## config.mk

```make
export PLATFORM = sky130hd
export DESIGN_NAME = zx_bus_dma
export DESIGN_NICKNAME = d
export VERILOG_FILES = /design/src/rtl/zx_bus_dma.sv
export SDC_FILE = /design/constraint.sdc
export NUM_CORES = 1
export LEC_CHECK = 0
export ABC_CLOCK_PERIOD_IN_PS = 2150
export CORE_UTILIZATION = 50
export DETAILED_ROUTE_END_ITERATION = 12
export PLACE_DENSITY = 0.81
export SETUP_SLACK_MARGIN = 0.1
export SYNTH_ARGS = -nofsm -noshare
export SYNTH_HDL_FRONTEND = slang
export SYNTH_SLANG_ARGS = --single-unit
```

## constraint.sdc

```tcl
create_clock -name clock_i -period 2.15 [get_ports clock_i]
set_input_delay 0.43 -clock clock_i [delete_from_list [all_inputs] [get_ports clock_i]]
set_output_delay 0.43 -clock clock_i [all_outputs]
set_load 0.01 [all_outputs]
```

## src/rtl/zx_bus_dma.sv

```systemverilog
// Bus-master block-transfer sequencer: requests the Z80 bus, strobes ZX81 memory byte by byte,
// streams read data out (or takes write data in), then hands the bus back.
module zx_bus_dma #(
    parameter int ACK_TIMEOUT   = 1024,
    parameter int STROBE_CYCLES = 2
) (
    input  logic        clock_i,
    input  logic        reset_i,
    input  logic        cmd_valid_i,
    output logic        cmd_ready_o,
    input  logic        cmd_write_i,
    input  logic [15:0] cmd_addr_i,
    input  logic [7:0]  cmd_len_i,
    input  logic [7:0]  wr_data_i,
    input  logic        wr_valid_i,
    output logic        wr_ready_o,
    output logic [7:0]  rd_data_o,
    output logic        rd_valid_o,
    input  logic        rd_ready_i,
    output logic        busrq_n_o,
    input  logic        busak_n_i,
    output logic [15:0] mem_addr_o,
    output logic [7:0]  mem_dout_o,
    input  logic [7:0]  mem_din_i,
    output logic        mem_rd_n_o,
    output logic        mem_wr_n_o,
    output logic        mem_drive_o,
    output logic        busy_o,
    output logic        done_o,
    output logic        error_o
);

    // state     | meaning
    // S_IDLE    | waiting for a command, bus not requested
    // S_REQ     | busrq asserted, waiting for ack with timeout
    // S_WAIT_WR | bus held, waiting for the next write byte
    // S_SETUP   | address/data driven, strobes high
    // S_STROBE  | read or write strobe low
    // S_HOLD    | strobes high, address/data held
    // S_RD_OUT  | bus held, read byte offered to consumer
    // S_RELEASE | bus request dropped, waiting for ack to go away
    // S_DONE    | done pulse
    // S_ABORT   | error pulse (timeout or lost ack), bus already released

    localparam int CMAX = (ACK_TIMEOUT > STROBE_CYCLES) ? ACK_TIMEOUT : STROBE_CYCLES;
    localparam int CW   = $clog2(CMAX) + 1;
    localparam logic [CW-1:0] ACK_LOAD = CW'(ACK_TIMEOUT - 1);
    localparam logic [CW-1:0] STB_LOAD = CW'(STROBE_CYCLES - 1);

    typedef enum logic [3:0] {
        S_IDLE, S_REQ, S_WAIT_WR, S_SETUP, S_STROBE,
        S_HOLD, S_RD_OUT, S_RELEASE, S_DONE, S_ABORT
    } state_t;

    state_t          state_q, state_d;
    logic [1:0]      busak_sync_q;
    logic            write_q, write_d;
    logic [15:0]     addr_q, addr_d;
    logic [8:0]      rem_q, rem_d;
    logic [CW-1:0]   cnt_q, cnt_d;
    logic [7:0]      dout_q, dout_d;
    logic [7:0]      rdat_q, rdat_d;
    logic            ack;
    logic            in_active;

    assign ack       = ~busak_sync_q[1];
    assign in_active = (state_q == S_WAIT_WR) || (state_q == S_SETUP) || (state_q == S_STROBE)
                    || (state_q == S_HOLD) || (state_q == S_RD_OUT);

    always_ff @(posedge clock_i or posedge reset_i) begin
        if (reset_i) begin
            state_q      <= S_IDLE;
            busak_sync_q <= 2'b11;
            write_q      <= 1'b0;
            addr_q       <= 16'h0000;
            rem_q        <= 9'd0;
            cnt_q        <= '0;
            dout_q       <= 8'h00;
            rdat_q       <= 8'h00;
        end else begin
            state_q      <= state_d;
            busak_sync_q <= {busak_sync_q[0], busak_n_i};
            write_q      <= write_d;
            addr_q       <= addr_d;
            rem_q        <= rem_d;
            cnt_q        <= cnt_d;
            dout_q       <= dout_d;
            rdat_q       <= rdat_d;
        end
    end

    always_comb begin
        state_d = state_q;
        write_d = write_q;
        addr_d  = addr_q;
        rem_d   = rem_q;
        cnt_d   = cnt_q;
        dout_d  = dout_q;
        rdat_d  = rdat_q;
        // Losing the bus overrides anything the current byte wanted to do.
        if (in_active && !ack) begin
            state_d = S_ABORT;
        end else begin
            case (state_q)
                S_IDLE: begin
                    if (cmd_valid_i) begin
                        write_d = cmd_write_i;
                        addr_d  = cmd_addr_i;
                        rem_d   = (cmd_len_i == 8'd0) ? 9'd256 : {1'b0, cmd_len_i};
                        cnt_d   = ACK_LOAD;
                        state_d = S_REQ;
                    end
                end
                S_REQ: begin
                    if (ack) begin
                        state_d = write_q ? S_WAIT_WR : S_SETUP;
                    end else if (cnt_q == '0) begin
                        state_d = S_ABORT;
                    end else begin
                        cnt_d = cnt_q - 1'b1;
                    end
                end
                S_WAIT_WR: begin
                    if (wr_valid_i) begin
                        dout_d  = wr_data_i;
                        state_d = S_SETUP;
                    end
                end
                S_SETUP: begin
                    cnt_d   = STB_LOAD;
                    state_d = S_STROBE;
                end
                S_STROBE: begin
                    if (cnt_q == '0) begin
                        if (!write_q) rdat_d = mem_din_i;
                        state_d = S_HOLD;
                    end else begin
                        cnt_d = cnt_q - 1'b1;
                    end
                end
                S_HOLD: begin
                    if (write_q) begin
                        addr_d  = addr_q + 16'd1;
                        rem_d   = rem_q - 9'd1;
                        state_d = (rem_q == 9'd1) ? S_RELEASE : S_WAIT_WR;
                    end else begin
                        state_d = S_RD_OUT;
                    end
                end
                S_RD_OUT: begin
                    if (rd_ready_i) begin
                        addr_d  = addr_q + 16'd1;
                        rem_d   = rem_q - 9'd1;
                        state_d = (rem_q == 9'd1) ? S_RELEASE : S_SETUP;
                    end
                end
                S_RELEASE: begin
                    if (!ack) state_d = S_DONE;
                end
                S_DONE:  state_d = S_IDLE;
                S_ABORT: state_d = S_IDLE;
                default: state_d = S_IDLE;
            endcase
        end
    end

    always_comb begin
        cmd_ready_o = (state_q == S_IDLE);
        busy_o      = (state_q != S_IDLE);
        busrq_n_o   = !((state_q == S_REQ) || in_active);
        mem_drive_o = in_active;
        // Gating with ack pulls the strobes high as soon as the loss is seen.
        mem_rd_n_o  = !((state_q == S_STROBE) && !write_q && ack);
        mem_wr_n_o  = !((state_q == S_STROBE) &&  write_q && ack);
        wr_ready_o  = (state_q == S_WAIT_WR) && ack;
        rd_valid_o  = (state_q == S_RD_OUT) && ack;
        done_o      = (state_q == S_DONE);
        error_o     = (state_q == S_ABORT);
        mem_addr_o  = addr_q;
        mem_dout_o  = dout_q;
        rd_data_o   = rdat_q;
    end

endmodule

```

==> results.json, run 1 <==
{
  "area_growth_pct": 43.7,
  "yosysMostFrequentCell": "dfrtp_1",
  "drt-initial-drc-count": 305,
  "antenna_found_initial": 0,
  "initial_core_util_pct": 52.7,
  "fillers": 474,
  "cp.required_ns": 2.39,
  "cts_tree": "yes",
  "drive_above_1_share_pct": 22.8,
  "die_y_um": 87.4,
  "synth-edff-count": 0,
  "path_clk_slew_ns": 0.07,
  "synth.net_count": 449,
  "fin_crit_sh_pct": 94.9,
  "synth_area_sq_um": 3640,
  "worst_setup_path_end_kind": "flip-flop",
  "crit_type": "flip-flop to flip-flop",
  "finalCriticalPeriod_ns": 2.04,
  "synthDistinctLibCells": 64,
  "synth_top_area_share_pct": 39.2,
  "timing.final.ws_setup_ns": 0.110,
  "status": "complete, no violations",
  "num_rows": 30,
  "grtUsageTotal_pct": 28.0,
  "cap_violations": 0,
  "drt-total-wl_mm": 10.6,
  "drt.antenna.violating_nets": 0,
  "cts_root_buffer": "clkbuf_8",
  "fmax_ghz": 0.490,
  "portBuffers": 88,
  "start_kind": "flip-flop",
  "synth_top_cell_by_area": "dfrtp_1",
  "grt_pass1_wl_mm": 16.4,
  "avgSynthCellArea_sq_um": 9.17,
  "cts_buffer_depth": 2,
  "synth.area.top_cells": "dfrtp_1, mux2_2, o21ai_0, a21oi_1, nor2_1",
  "diodes": 0,
  "vdd_ir_drop_max_uv": 719,
  "viasPerCell": 6.12,
  "clock-sinks": 59,
  "grt_start_max_net_pins": 60,
  "dr.pass1.iters": 5,
  "slew_violations": 0,
  "critPathMaxFanout": 7,
  "gp_congestion": 0.884,
  "core_sq_um": 6910,
  "ios": 89,
  "post-place-ws_ns": -0.0886,
  "arrival_ns": 2.28,
  "hpwl_mm": 6.68,
  "drc": 0,
  "routedWlPerCell_um": 17.3,
  "vias": 3734,
  "nNetsFinal": 561,
  "p_leak_nw": 2.17,
  "yosys_most_used_dff": "dfrtp_1",
  "synth-seq-cells": 59,
  "relSlewSlack_pct": 68.1,
  "dp_cells": 578,
  "layoutNonFillerInstCount": 610,
  "rsz0062_at_grt": "true",
  "gr-total-overflow": 0,
  "fp.dieW_um": 87.4,
  "total_power_w": 0.00819,
  "min_path_type": "flip-flop to flip-flop",
  "yosys_warnings": 0,
  "tightest_slew_ns": 0.477,
  "worst_skew_pair.late_latency_ns": 0.35,
  "synthArstFlopShare_pct": 100,
  "setup_viol": 0,
  "synthCells": 397,
  "cts_hold_buf": 0,
  "ys_top_cells_by_count": "dfrtp_1, nor2_1, o21ai_0",
  "ys_seq_area_share_pct": 40.6,
  "skew_ns": 0.00815,
  "p_per_area_nw_per_um2": 1570,
  "first_global_vias": 3370,
  "die_area_sq_um": 7630,
  "cts_buffers": 9,
  "hold_viol_final": 0,
  "htree_num_levels": 3
}
final cells by class:
cell class	count	area (sq um)	share of cell area [%]
clock inverters	7	116	2.22
flip-flops and latches	59	1480	28.3
multi-input cells	295	2070	39.6
clock buffers	9	124	2.37
repair buffers	126	1250	23.8
inverters	18	67.6	1.29
well taps	96	120	2.30
worst paths after layout:
path / startpoint / endpoint / slack (ns) / cells past startpoint
setup / recovery: state_q[2] / cnt_q[1] / 0.11 / 8
hold / removal: busak_sync_q[0] / busak_sync_q[1] / 0.37 / 0
setup reg to reg: state_q[2] / cnt_q[1] / 0.11 / 8
hold reg to reg: busak_sync_q[0] / busak_sync_q[1] / 0.37 / 0
max in group asynchronous: reset_i / busak_sync_q[1] / 1.39 / 3
min in group asynchronous: reset_i / mem_dout_o[2] / 0.46 / 3
what timing repair did:
item                                    4_1_cts  5_1_grt
cloned                                        2        1
endpoints found under the setup margin       20       28
buffers inserted                              6        7
endpoints found under the hold margin         0        0
pin swaps                                     4        3
resized for setup                            27       21
through the flow:
step	instance area [sq um]	hold slack (ns)	setup TNS, ns	utilization (%)
after floorplan	3640	0.345	0	-
after global placement	4750	0.346	-0.117	68.8
after detailed placement	4750	0.357	-0.400	68.8
after CTS	5090	0.377	0	73.7
after global routing	5230	0.381	0	75.8
final	5230	0.373	0	75.8
flip-flops by register name, summed over array words and instances (netlist names):
| signal | flops |
|---|---|
| busak_sync_q | 2 |
| cnt_q | 11 |
| mem_addr_o | 16 |
| mem_dout_o | 8 |
| rd_data_o | 8 |
| rem_q | 9 |
| state_q | 4 |
| write_q | 1 |
critical path: stages, from the launching register on:
cell	delay, ns
dfrtp_2	0.45
buf_4	0.17
buf_4	0.16
xnor2_2	0.21
and4b_2	0.31
nor4_4	0.28
buf_4	0.20
o21a_1	0.12
nor2_1	0.03
cell usage in the layout, fill, tap and decap left out, types with 5 or more instances in the layout:
cell type and count:
mux2_2 16, inv_1 16, a21oi_2 5, dlygate4sd2_1 7, o21ai_0 23, dfrtp_1 54, nand3_1 18, o21ai_1 15
clkdlybuf4s50_1 78, nand2_1 24, a31oi_1 7, nor4_1 6, buf_4 28, clkbuf_8 9, and3_1 9, ha_1 5
nor2_1 29, or3_1 5, o22ai_1 5, nor3_1 8, buf_12 5, a22oi_1 8, a21oi_1 27
report_power, final:
part | internal [W] | total [W] | switching (W)
Sequential | 0.00159 | 0.00217 | 0.000583
Clock | 0.000767 | 0.00125 | 0.000479
Combinational | 0.00235 | 0.00478 | 0.00242
logic make-up after synthesis:
family | Yosys count | synth area share [%]
xor+xnor | 2 | 0.481
compound gates | 132 | 24.3
flops | 59 | 40.6
mux | 18 | 5.50
buf+inv | 45 | 5.87
fa+ha+maj | 5 | 1.72
simple gates | 136 | 21.5
metal layers:
layer / vias to the layer above / global-route usage (%) / wire length (um)
li1: 1703 / - / -
met4: 0 / 11.2 / 259
met2: 157 / 43.6 / 5220
met3: 30 / 5.31 / 606
met5: - / 0 / 0
met1: 1844 / 38.4 / 4480
Note: power is estimated with default switching activity, not from simulation.
==> run 2, diff against run 1 <==
Settings changed: CORE_UTILIZATION 50 to 38, PLACE_DENSITY 0.81 to default.
==> run 2 against run 1 <==
Worst setup slack improved by 0.028 ns. Final cell count increased by 9.8%. Clock power decreased by 8%. Hold slack got worse by 0.035 ns. Global-route usage decreased by 5.8 points. Via count decreased by 0.72%. Wire length increased by 7.4%. Non-clock buffer count increased by 26. Sequential share of layout area decreased by 1.6 points. Largest cell class unchanged. First-iteration DRC count decreased by 44%. Critical endpoint is now busy_o. Design area increased by 6.2%. Utilization decreased by 16 points.
==> results.json, run 2 (synthesis results as in run 1) <==
{
  "status": "complete, no violations",
  "initial_core_util_pct": 39.2,
  "viasPerCell": 5.53,
  "antenna_found_initial": 0,
  "p_per_area_nw_per_um2": 1570,
  "fp.dieW_um": 99.9,
  "die_area_sq_um": 9980,
  "drt-initial-drc-count": 170,
  "diodes": 0,
  "path_clk_slew_ns": 0.08,
  "start_kind": "flip-flop",
  "cp.required_ns": 1.72,
  "cts_tree": "yes",
  "skew_ns": 0.0153,
  "arrival_ns": 1.58,
  "grt_start_max_net_pins": 39,
  "slew_violations": 0,
  "min_path_type": "flip-flop to flip-flop",
  "grt_pass1_wl_mm": 17.4,
  "first_global_vias": 3536,
  "finalCriticalPeriod_ns": 2.01,
  "vias": 3707,
  "rsz0062_at_grt": "true",
  "vdd_ir_drop_max_uv": 665,
  "crit_type": "flip-flop to output port",
  "clock-sinks": 59,
  "drt.antenna.violating_nets": 0,
  "final_common_cell": "clkdlybuf4s50_1",
  "largest_reg_flops": 16,
  "fin_crit_sh_pct": 93.6,
  "cts_hold_buf": 0,
  "tightest_slew_ns": 0.505,
  "routedWlPerCell_um": 16.9,
  "drc": 0,
  "gp_congestion": 0.814,
  "hold_viol_final": 0,
  "core_sq_um": 9280,
  "ios": 89,
  "p_leak_nw": 2.31,
  "worst_setup_path_end_kind": "output port",
  "die_y_um": 99.9,
  "area_growth_pct": 52.5,
  "htree_num_levels": 3,
  "gr-total-overflow": 0,
  "drt-total-wl_mm": 11.3,
  "fillers": 811,
  "setup_viol": 0,
  "critPathMaxFanout": 7,
  "portBuffers": 88,
  "relSlewSlack_pct": 66.3,
  "timing.final.ws_setup_ns": 0.138,
  "cts_buffers": 9,
  "hpwl_mm": 7.16,
  "drive_above_1_share_pct": 29.4,
  "grtUsageTotal_pct": 22.2,
  "total_power_w": 0.00874,
  "cts_buffer_depth": 2,
  "cap_violations": 0,
  "fmax_ghz": 0.497,
  "dr.pass1.iters": 5,
  "nNetsFinal": 588,
  "num_rows": 35,
  "post-place-ws_ns": -0.0786,
  "worst_skew_pair.late_latency_ns": 0.35,
  "final_cell_mix": "clkdlybuf4s50_1, dfrtp_1, buf_4",
  "cts_root_buffer": "clkbuf_8"
}
## run 2: cell types whose count changed in the layout (fill, tap and decap cells not counted), sizes merged, moves of 2 or more
cell	before	now
buf	38	64
clkbuf	10	15
clkinvlp	1	3
dlygate4sd2	7	3
## run 2: path summary, 6_finish.rpt
kind	slack, ns	endpoint	depth (start not counted)	from
worst max-delay path	0.14	busy_o	5	state_q[0]
worst min-delay path	0.34	busak_sync_q[1]	0	busak_sync_q[0]
worst max register to register	0.15	state_q[0]	7	state_q[2]
worst min register to register	0.34	busak_sync_q[1]	0	busak_sync_q[0]
max in group asynchronous	1.23	busak_sync_q[0]	3	reset_i
min in group asynchronous	0.45	rd_data_o[1]	3	reset_i
## run 2: power by group
group          switching [W]  leakage [nW]  internal, W  total (W)
clock               0.000498         0.101     0.000647    0.00115
sequential          0.000536         0.716      0.00159    0.00212
combinational        0.00267          1.49      0.00280    0.00547
## run 2: what timing repair did
action / in CTS / in global routing
buffers inserted: 13 / 18
cloned: 2 / 3
resized for setup: 39 / 44
pin swaps: 4 / 11
setup endpoints to repair: 33 / 36
## run 2: layer usage
metal | wire, um | global-route usage [%] | vias up
li1 | - | - | 1758
met1 | 5180 | 29.6 | 1826
met2 | 5490 | 35.4 | 110
met3 | 499 | 5.08 | 13
met4 | 166 | 7.81 | 0
met5 | 0 | 0 | -
## run 2: final cells by class
| class | count | area, sq um | share of cell area [%] |
|---|---|---|---|
| multi-input cells | 296 | 2170 | 39.0 |
| inverters | 18 | 67.6 | 1.22 |
| well taps | 129 | 161 | 2.91 |
| flip-flops and latches | 59 | 1480 | 26.7 |
| clock inverters | 7 | 92.6 | 1.67 |
| clock buffers | 9 | 124 | 2.23 |
| repair buffers | 152 | 1460 | 26.2 |
## run 2: worst max-delay path, cell delays in order (launching register included)
cell,delay (ns)
dfrtp_2,0.44
buf_6,0.14
buf_8,0.13
nor4_4,0.31
inv_1,0.07
buf_2,0.14
## run 2: through the flow
| stage | area [sq um] | utilization [%] | setup TNS [ns] | cells | hold WS [ns] |
|---|---|---|---|---|---|
| after global routing | 5560 | 59.8 | 0 | 670 | 0.353 |
| after CTS | 5210 | 56.2 | 0 | 649 | 0.339 |
| after floorplan | 3640 | - | 0 | 397 | 0.345 |
| after detailed placement | 4820 | 51.9 | -0.919 | 618 | 0.347 |
| final | 5560 | 59.8 | 0 | 670 | 0.338 |
| after global placement | 4820 | 51.9 | -0.609 | 618 | 0.347 |
